<file path="config.mk">
export PLATFORM = sky130hd
export DESIGN_NAME = sram_uart_tx_interface
export DESIGN_NICKNAME = d
export VERILOG_FILES = /design/src/rtl/sram_uart_tx_interface.sv
export SDC_FILE = /design/constraint.sdc
export NUM_CORES = 1
export LEC_CHECK = 0
export CAP_MARGIN = 20
export CORE_ASPECT_RATIO = 1.75
export CORE_MARGIN = 5
export CORE_UTILIZATION = 35
export DETAILED_ROUTE_END_ITERATION = 6
export PLACE_DENSITY = 0.6
export SLEW_MARGIN = 20
export SYNTH_ARGS = -nofsm -noshare
export SYNTH_HDL_FRONTEND = slang
export SYNTH_SLANG_ARGS = --single-unit
</file>
<file path="constraint.sdc">
create_clock -name Clock_50 -period 5.1 [get_ports Clock_50]
set_input_delay 1.02 -clock Clock_50 [delete_from_list [all_inputs] [get_ports Clock_50]]
set_output_delay 1.02 -clock Clock_50 [all_outputs]
set_load 0.005 [all_outputs]
</file>
<file path="src/rtl/sram_uart_tx_interface.sv">
// Reads a block of 16-bit SRAM words and sends each word as two 8N1 UART frames,
// high byte first, on a registered serial line.
module sram_uart_tx_interface #(
  parameter int CLKS_PER_BIT      = 434,
  parameter int SRAM_READ_LATENCY = 2
) (
  input  logic        Clock_50,
  input  logic        Reset,
  input  logic        Start,
  input  logic [17:0] Start_address,
  input  logic [17:0] Word_count,
  output logic [17:0] SRAM_address,
  output logic        SRAM_we_n,
  input  logic [15:0] SRAM_read_data,
  output logic        UART_TX_O,
  output logic        Busy,
  output logic        Done
);
  localparam int BAUD_W = (CLKS_PER_BIT > 1) ? $clog2(CLKS_PER_BIT) : 1;
  localparam int WAIT_W = (SRAM_READ_LATENCY > 1) ? $clog2(SRAM_READ_LATENCY) : 1;
  localparam logic [BAUD_W-1:0] BAUD_LAST = BAUD_W'(CLKS_PER_BIT - 1);
  localparam logic [WAIT_W-1:0] WAIT_LAST = WAIT_W'(SRAM_READ_LATENCY - 1);

  typedef enum logic [2:0] {
    S_IDLE, S_READ_WAIT, S_START_BIT, S_DATA_BITS, S_STOP_BIT, S_NEXT_WORD
  } state_t;

  state_t              state_q, state_d;
  logic [17:0]         addr_q, addr_d;
  logic [17:0]         remaining_q, remaining_d;
  logic [7:0]          low_byte_q, low_byte_d;
  logic [7:0]          shift_q, shift_d;
  logic                byte_sel_q, byte_sel_d;
  logic [2:0]          bit_cnt_q, bit_cnt_d;
  logic [BAUD_W-1:0]   baud_q, baud_d;
  logic [WAIT_W-1:0]   wait_q, wait_d;
  logic                tx_q, tx_d;
  logic                busy_q, busy_d;
  logic                done_q, done_d;
  logic                baud_tick;

  // Start is a request pulse taken only in S_IDLE outside the Done cycle;
  // Busy covers the whole transfer and Done is a single-cycle completion strobe.
  assign SRAM_address = addr_q;
  assign SRAM_we_n    = 1'b1;
  assign UART_TX_O    = tx_q;
  assign Busy         = busy_q;
  assign Done         = done_q;
  assign baud_tick    = (baud_q == BAUD_LAST);

  always_ff @(posedge Clock_50 or posedge Reset) begin
    if (Reset) begin
      state_q     <= S_IDLE;
      addr_q      <= '0;
      remaining_q <= '0;
      low_byte_q  <= '0;
      shift_q     <= '0;
      byte_sel_q  <= 1'b0;
      bit_cnt_q   <= '0;
      baud_q      <= '0;
      wait_q      <= '0;
      tx_q        <= 1'b1;
      busy_q      <= 1'b0;
      done_q      <= 1'b0;
    end else begin
      state_q     <= state_d;
      addr_q      <= addr_d;
      remaining_q <= remaining_d;
      low_byte_q  <= low_byte_d;
      shift_q     <= shift_d;
      byte_sel_q  <= byte_sel_d;
      bit_cnt_q   <= bit_cnt_d;
      baud_q      <= baud_d;
      wait_q      <= wait_d;
      tx_q        <= tx_d;
      busy_q      <= busy_d;
      done_q      <= done_d;
    end
  end

  always_comb begin
    state_d     = state_q;
    addr_d      = addr_q;
    remaining_d = remaining_q;
    low_byte_d  = low_byte_q;
    shift_d     = shift_q;
    byte_sel_d  = byte_sel_q;
    bit_cnt_d   = bit_cnt_q;
    baud_d      = baud_q;
    wait_d      = wait_q;
    busy_d      = busy_q;
    done_d      = 1'b0;
    tx_d        = 1'b1;

    case (state_q)
      S_IDLE: begin
        // done_q still high means the previous transfer is finishing this cycle.
        if (Start && !done_q) begin
          if (Word_count != '0) begin
            addr_d      = Start_address;
            remaining_d = Word_count;
            busy_d      = 1'b1;
            wait_d      = '0;
            state_d     = S_READ_WAIT;
          end else begin
            done_d = 1'b1;
          end
        end
      end
      S_READ_WAIT: begin
        if (wait_q == WAIT_LAST) begin
          low_byte_d = SRAM_read_data[7:0];
          shift_d    = SRAM_read_data[15:8];
          byte_sel_d = 1'b0;
          baud_d     = '0;
          state_d    = S_START_BIT;
        end else begin
          wait_d = wait_q + WAIT_W'(1);
        end
      end
      S_START_BIT: begin
        if (baud_tick) begin
          baud_d    = '0;
          bit_cnt_d = '0;
          state_d   = S_DATA_BITS;
        end else begin
          baud_d = baud_q + BAUD_W'(1);
        end
      end
      S_DATA_BITS: begin
        if (baud_tick) begin
          baud_d    = '0;
          bit_cnt_d = bit_cnt_q + 3'd1;
          if (bit_cnt_q == 3'd7) state_d = S_STOP_BIT;
          else                   shift_d = {1'b0, shift_q[7:1]};
        end else begin
          baud_d = baud_q + BAUD_W'(1);
        end
      end
      S_STOP_BIT: begin
        if (baud_tick) begin
          baud_d = '0;
          if (!byte_sel_q) begin
            shift_d    = low_byte_q;
            byte_sel_d = 1'b1;
            state_d    = S_START_BIT;
          end else begin
            state_d = S_NEXT_WORD;
          end
        end else begin
          baud_d = baud_q + BAUD_W'(1);
        end
      end
      S_NEXT_WORD: begin
        remaining_d = remaining_q - 18'd1;
        addr_d      = addr_q + 18'd1;
        wait_d      = '0;
        if (remaining_q == 18'd1) begin
          done_d  = 1'b1;
          busy_d  = 1'b0;
          state_d = S_IDLE;
        end else begin
          state_d = S_READ_WAIT;
        end
      end
      default: state_d = S_IDLE;
    endcase

    // The line register follows the state being entered so it changes with the state.
    if (state_d == S_START_BIT)      tx_d = 1'b0;
    else if (state_d == S_DATA_BITS) tx_d = shift_d[0];
  end
endmodule
</file>
* Yosys cells after proc, flatten, opt, wreduce, memory -nomap -nowiden *
Cells that the tools add are included.
Widths: inputs -> output; s select.

word-level totals
  input bits = 55
  register bits = 72
  output and inout port bits = 22

operators by class
  reductions and logical operators = 19
  mux-type cells = 45
  $add $sub $neg = 5
  equal/unequal tests = 19

operators by type and width
  kind                   count
  $mux 18                4
  $pmux 18 s2            2
  $mux 8                 5
  $mux 3                 10
  $pmux 8 s3             1
  $add 18x1->18 const B  1
  $eq 18x1->1 const B    1
  $mux 9                 2
  $ne 2x2->1 const B     9
  $pmux 3 s6             1
  $pmux 9 s2             1
  $reduce_bool 18->1     1
  $sub 18x1->18 const B  1
  $mux 1                 14
  $eq 3x2->1 const B     4
  $reduce_and 3->1       4
  $add 9x1->9 const B    1
  $eq 3x3->1 const B     3
  $eq 9x9->1 const B     1
  $reduce_bool 2->1      4
  $pmux 1 s2             3
  $pmux 3 s2             1
  $reduce_and 6->1       1
  $reduce_bool 3->1      2
  other kinds (10)       11

* Depth between registers and ports, before layout *
  depth after elaboration = 7
  mapped depth = 8
  depth with buffers taken out = 7

* Worst setup path after synthesis *
OpenSTA, ideal clock, no wires.

  path type = input to register
  start = input port Word_count[3]
  end = register addr_q[8] (netlist: SRAM_address[8])
  stages = 6
  data required time = 4.974 ns
  library setup time = 0.126 ns
  path slack = 2.407 ns
  data arrival time = 2.567 ns
  cell sequence = or4_1 -> o31a_1 -> buf_2 -> buf_2 -> a311oi_1 -> nor2_1

on the way
  longest elaborated chain between the ends = 3

ends and longest elaborated chain
  element                            line  RTL
  from (decl)                        11    input logic [17:0] Word_count,
  $reduce_bool 18->1                 99    if (Word_count != '0) begin
  $ne 2x2->1 (no source line)        n/a
  $reduce_and 3->1 (no source line)  n/a
  to (signal assigned)               67    addr_q <= addr_d;
  to (decl)                          29    logic [17:0] addr_q, addr_d;

Every way passes these cells.
A chain may end at the register's enable or synchronous reset.

* Worst setup path after layout *
  start = input port Word_count[2]
  end = register addr_q[3] (netlist: SRAM_address[3])

Same word-level chain as after synthesis.

==> reports/metrics.csv <==
stage,metric,value,unit
run_status,status,finished clean,
detailed_routing,WL per Instance,16.0,um
detailed_routing,Vias,3389,
synth,Post-synth EDFFs,0,
critical_path,Reg-to-Reg Start,state_q[0],
pwr,Psw,0.269,mW
critical_path,internal reg-to-reg setup slack,2570,ps
cells_and_area,NumNets Final,539,
synth,Mapped Area,3830,um2
cells_and_area,fillers,1024,
global_routing,vias in the first global route,3483,
detailed_routing,drt total wl,9810,um
critical_path,"critical path fanouts, max",16,
placement,IO Port Bufs,75,
cts,hold buffers post-CTS,0,
synth,Yosys warnings,0,
cts,Clock Path Buffers,2,
pwr,Sw Ratio,21.2,%
detailed_routing,top routing layer in use,met4,
critical_path,Worst EP arrival,3430,ps
die,Cell Rows,50,
detailed_routing,wire length on met3,479,um
sta,Final Max Slew Viols,0,
cells_and_area,Area growth syn-to-layout,30.8,%
synth,top_reg_cell synth,dfrtp_1,
cts,CTS tree,built,
cts,post-cts sizing count,0,
detailed_routing,Met1 Wirelength,3900,um
critical_path,Setup crit end kind,register,
synth,Adder-Cell Fraction of Synth Area,2.29,%
synth,area share of the largest cell type after synthesis,46.4,%
pwr,internal power,0.998,mW
critical_path,Critical Path RT,5330,ps
cells_and_area,most frequent cells in the layout,"75 x clkdlybuf4s50_1, 71 x dfrtp_1, 40 x nor2_1",
cts,H-tree Lvls,3,
detailed_routing,residual DRC count,0,
die,DIE AREA,13200,um2
sta,setup violators final,0,
synth,Yosys top cell by area,dfrtp_1,
die,Ports,77,
sta,crit path time final,3200,ps
die,Die Ht,148,um
pwr,combinational power share,5.2,%
pwr,Clock power frac,48.9,%
pwr,Power Density,253,nW/um2
synth,cell count after synthesis,404,
synth,XOR/XNOR share of the synthesized area,0.457,%
sta,Clock Skew,7.73,ps
placement,hpwl dp,7160,um
cells_and_area,fin area,5010,um2
flow_run,number of max-cap violations,0,
global_routing,first-pass GRT wire length,16600,um
synth,multiplexer share of the synthesized area,5.00,%
sta,RSZ-0062 raised after global routing,false,
sta,actual slew at the worst max-slew pin,884,ps
placement,gpl congestion,0.826,
cts,Post-CTS Setup Bufs,0,
synth,simple-gate area share of the yosys netlist,25.1,%
sta,Max Freq,0.313,GHz
hold_path,worst hold path depth,2,
critical_path,"Largest stage delay, worst path",680,ps
synth,Syn Nets,466,
cts,Worst-path clk slew,60,ps
die,Initial Util,35.8,%
cts,CTS Buf Count,9,
placement,Post-Place Cell Area,4700,um2
cells_and_area,antenna cells,0,
die,CORE AREA,10700,um2
synth,"Avg Cell Area, Syn",9.48,um2
cells_and_area,layout cells sized above 1,8.30,%
sta,worst setup margin,1900,ps
pwr,worst vdd ir,178,uV
detailed_routing,drt via density,5.54,
synth,Synth Area in Compound Gates,16.5,%
pwr,sequential share of power,45.9,%
cts,# clock sinks,72,
cts,CTS Root Cell,clkbuf_16,
synth,#FFs+latches synth,72,
sta,crit share post-route,62.7,%
critical_path,capture point of the worst reg-to-reg path,remaining_q[16],
detailed_routing,remaining antenna violation count after routing,0,
critical_path,Startpoint Class,input port,
global_routing,antenna violations before repair,0,
placement,"worst slack, placed",1370,ps
sta,setup TNS,0,ps
global_routing,largest net degree at the start of global routing,47,
detailed_routing,Iter 0 DRT Violations,182,
global_routing,global route total overflow,0,
critical_path,"Cell Chain, Critical Path",clkdlybuf4s50_1 -> or4_1 -> o31ai_4 -> buf_6 -> buf_4 -> nor2_1 -> a211oi_1,
critical_path,Crit-path slowest cell,o31ai_4,
critical_path,r2r worst-path depth,6,
cts,Worst-Skew Late Latency,330,ps
synth,Area contributors post-synth,"dfrtp_1 46%, nor2_1 3.9%, nand2_1 3.7%",
critical_path,critical path class,in2reg,
hold_path,Worst Hold Launch,bit_cnt_q[1],
pwr,Pleak,2.06,nW
synth,post-synthesis sequential area ratio,47.1,%
hold_path,Hold/Removal Path Class,reg2reg,
cells_and_area,"commonest non-fill, non-tap cell in the layout",clkdlybuf4s50_1,
sta,Worst slew margin,41.0,%
detailed_routing,DRT Pass-1 Iters,4,
synth,largest family of logic cells by synthesized area,simple AND/OR/NAND/NOR gates,
detailed_routing,Routed met2 length,5220,um
hold_path,Hold Path Sink,bit_cnt_q[1],
sta,"Hold Vio Cnt, Final",0,
global_routing,GRT Total Usage,15.8,%
die,DIE WIDTH,89.1,um
synth,"FFs w/ async S/R, synth",100,%
synth,synth unique cells,55,
stage by stage:
| stage | instances | util (%) | hold WS, ps | total power, mW |
|---|---|---|---|---|
| floorplan | 404 | - | 439 | 0.608 |
| CTS | 611 | 46.7 | 478 | 1.29 |
| global placement | 595 | 43.9 | 456 | 0.658 |
| detailed placement | 595 | 43.9 | 465 | 0.659 |
| finish | 612 | 46.8 | 474 | 1.27 |
| global route | 612 | 46.8 | 494 | 1.32 |
power groups by stage:
stage / combinational, mW / clock, mW / sequential [mW]
detailed placement: 0.0670 / 0 / 0.592
CTS: 0.0678 / 0.639 / 0.581
global route: 0.0729 / 0.662 / 0.582
finish: 0.0657 / 0.620 / 0.581
global placement: 0.0668 / 0 / 0.591
floorplan: 0.0172 / 0 / 0.591
state kept, by name, indices dropped and copies added (netlist names):
| register | count |
|---|---|
| baud_q | 9 |
| shift_q | 8 |
| state_q | 3 |
| Busy | 1 |
| byte_sel_q | 1 |
| wait_q | 1 |
| bit_cnt_q | 3 |
| UART_TX_O | 1 |
| low_byte_q | 8 |
| Done | 1 |
| SRAM_address | 18 |
| remaining_q | 18 |
final cells by class:
class                      count  area, um2  area share (%)
tap                          130        163            3.25
multi-input combinational    300       1900            37.9
clock buffer                   9        225            4.50
inverter                      14       53.8            1.07
clock inverter                 7       72.6            1.45
timing repair buffer          80        792            15.8
sequential                    72       1800            36.0
worst max-delay path: cells and delay by family:
| kind | cells | cell delay (ps) |
|---|---|---|
| AO/OA/AOI/OAI | 2 | 860 |
| buffers and inverters | 3 | 870 |
| AND/OR/NAND/NOR | 2 | 670 |
per-layer routing:
metal  GRT usage [%]  up-vias
met5               0        -
met4            6.71        0
met3            2.77       13
met2            27.5       73
met1            18.8     1647
li1                -     1656
how the worst max path moves through the flow:
stage                              from  slack [ps]              end  cells after the start
after global routing      Word_count[3]        1730       state_q[0]                      6
after floorplan                   Reset        2260             Busy                      1
after detailed placement  Word_count[3]        1370  SRAM_address[3]                      6
after CTS                 Word_count[3]        1700  SRAM_address[3]                      6
final                     Word_count[2]        1900  SRAM_address[3]                      7
after global placement    Word_count[3]        1470  SRAM_address[5]                      6
cell usage after synthesis, types with 3 or more instances:
| cell type | n |
|---|---|
| a211oi_1 | 18 |
| nor2b_1 | 3 |
| nor4_1 | 8 |
| dfrtp_1 | 71 |
| o21ai_0 | 20 |
| ha_1 | 7 |
| a222oi_1 | 7 |
| nand2b_1 | 7 |
| buf_2 | 7 |
| nand3b_1 | 3 |
| clkbuf_1 | 8 |
| a311oi_1 | 4 |
| o211ai_1 | 10 |
| and4_1 | 4 |
| nand2_1 | 38 |
| and3_1 | 6 |
| mux2_2 | 9 |
| nor3_1 | 23 |
| o22ai_1 | 5 |
| nand3_1 | 25 |
| a21oi_1 | 5 |
| nand4_1 | 6 |
| mux2i_1 | 9 |
| and2_1 | 3 |
| nor2_1 | 40 |
| inv_1 | 14 |
| or3_1 | 6 |
kinds of logic (layout without fill, tap and decap cells):
| family | after synthesis | after routing |
|---|---|---|
| AND/OR/NAND/NOR | 185 | 185 |
| adder cells (fa/ha/maj) | 7 | 7 |
| flip-flops | 72 | 72 |
| other | 1 | 1 |
| buffers and inverters | 32 | 110 |
| AO/OA/AOI/OAI | 87 | 87 |
| XOR/XNOR | 2 | 2 |
| multiplexers | 18 | 18 |
Note: power is estimated with default switching activity, not from simulation.
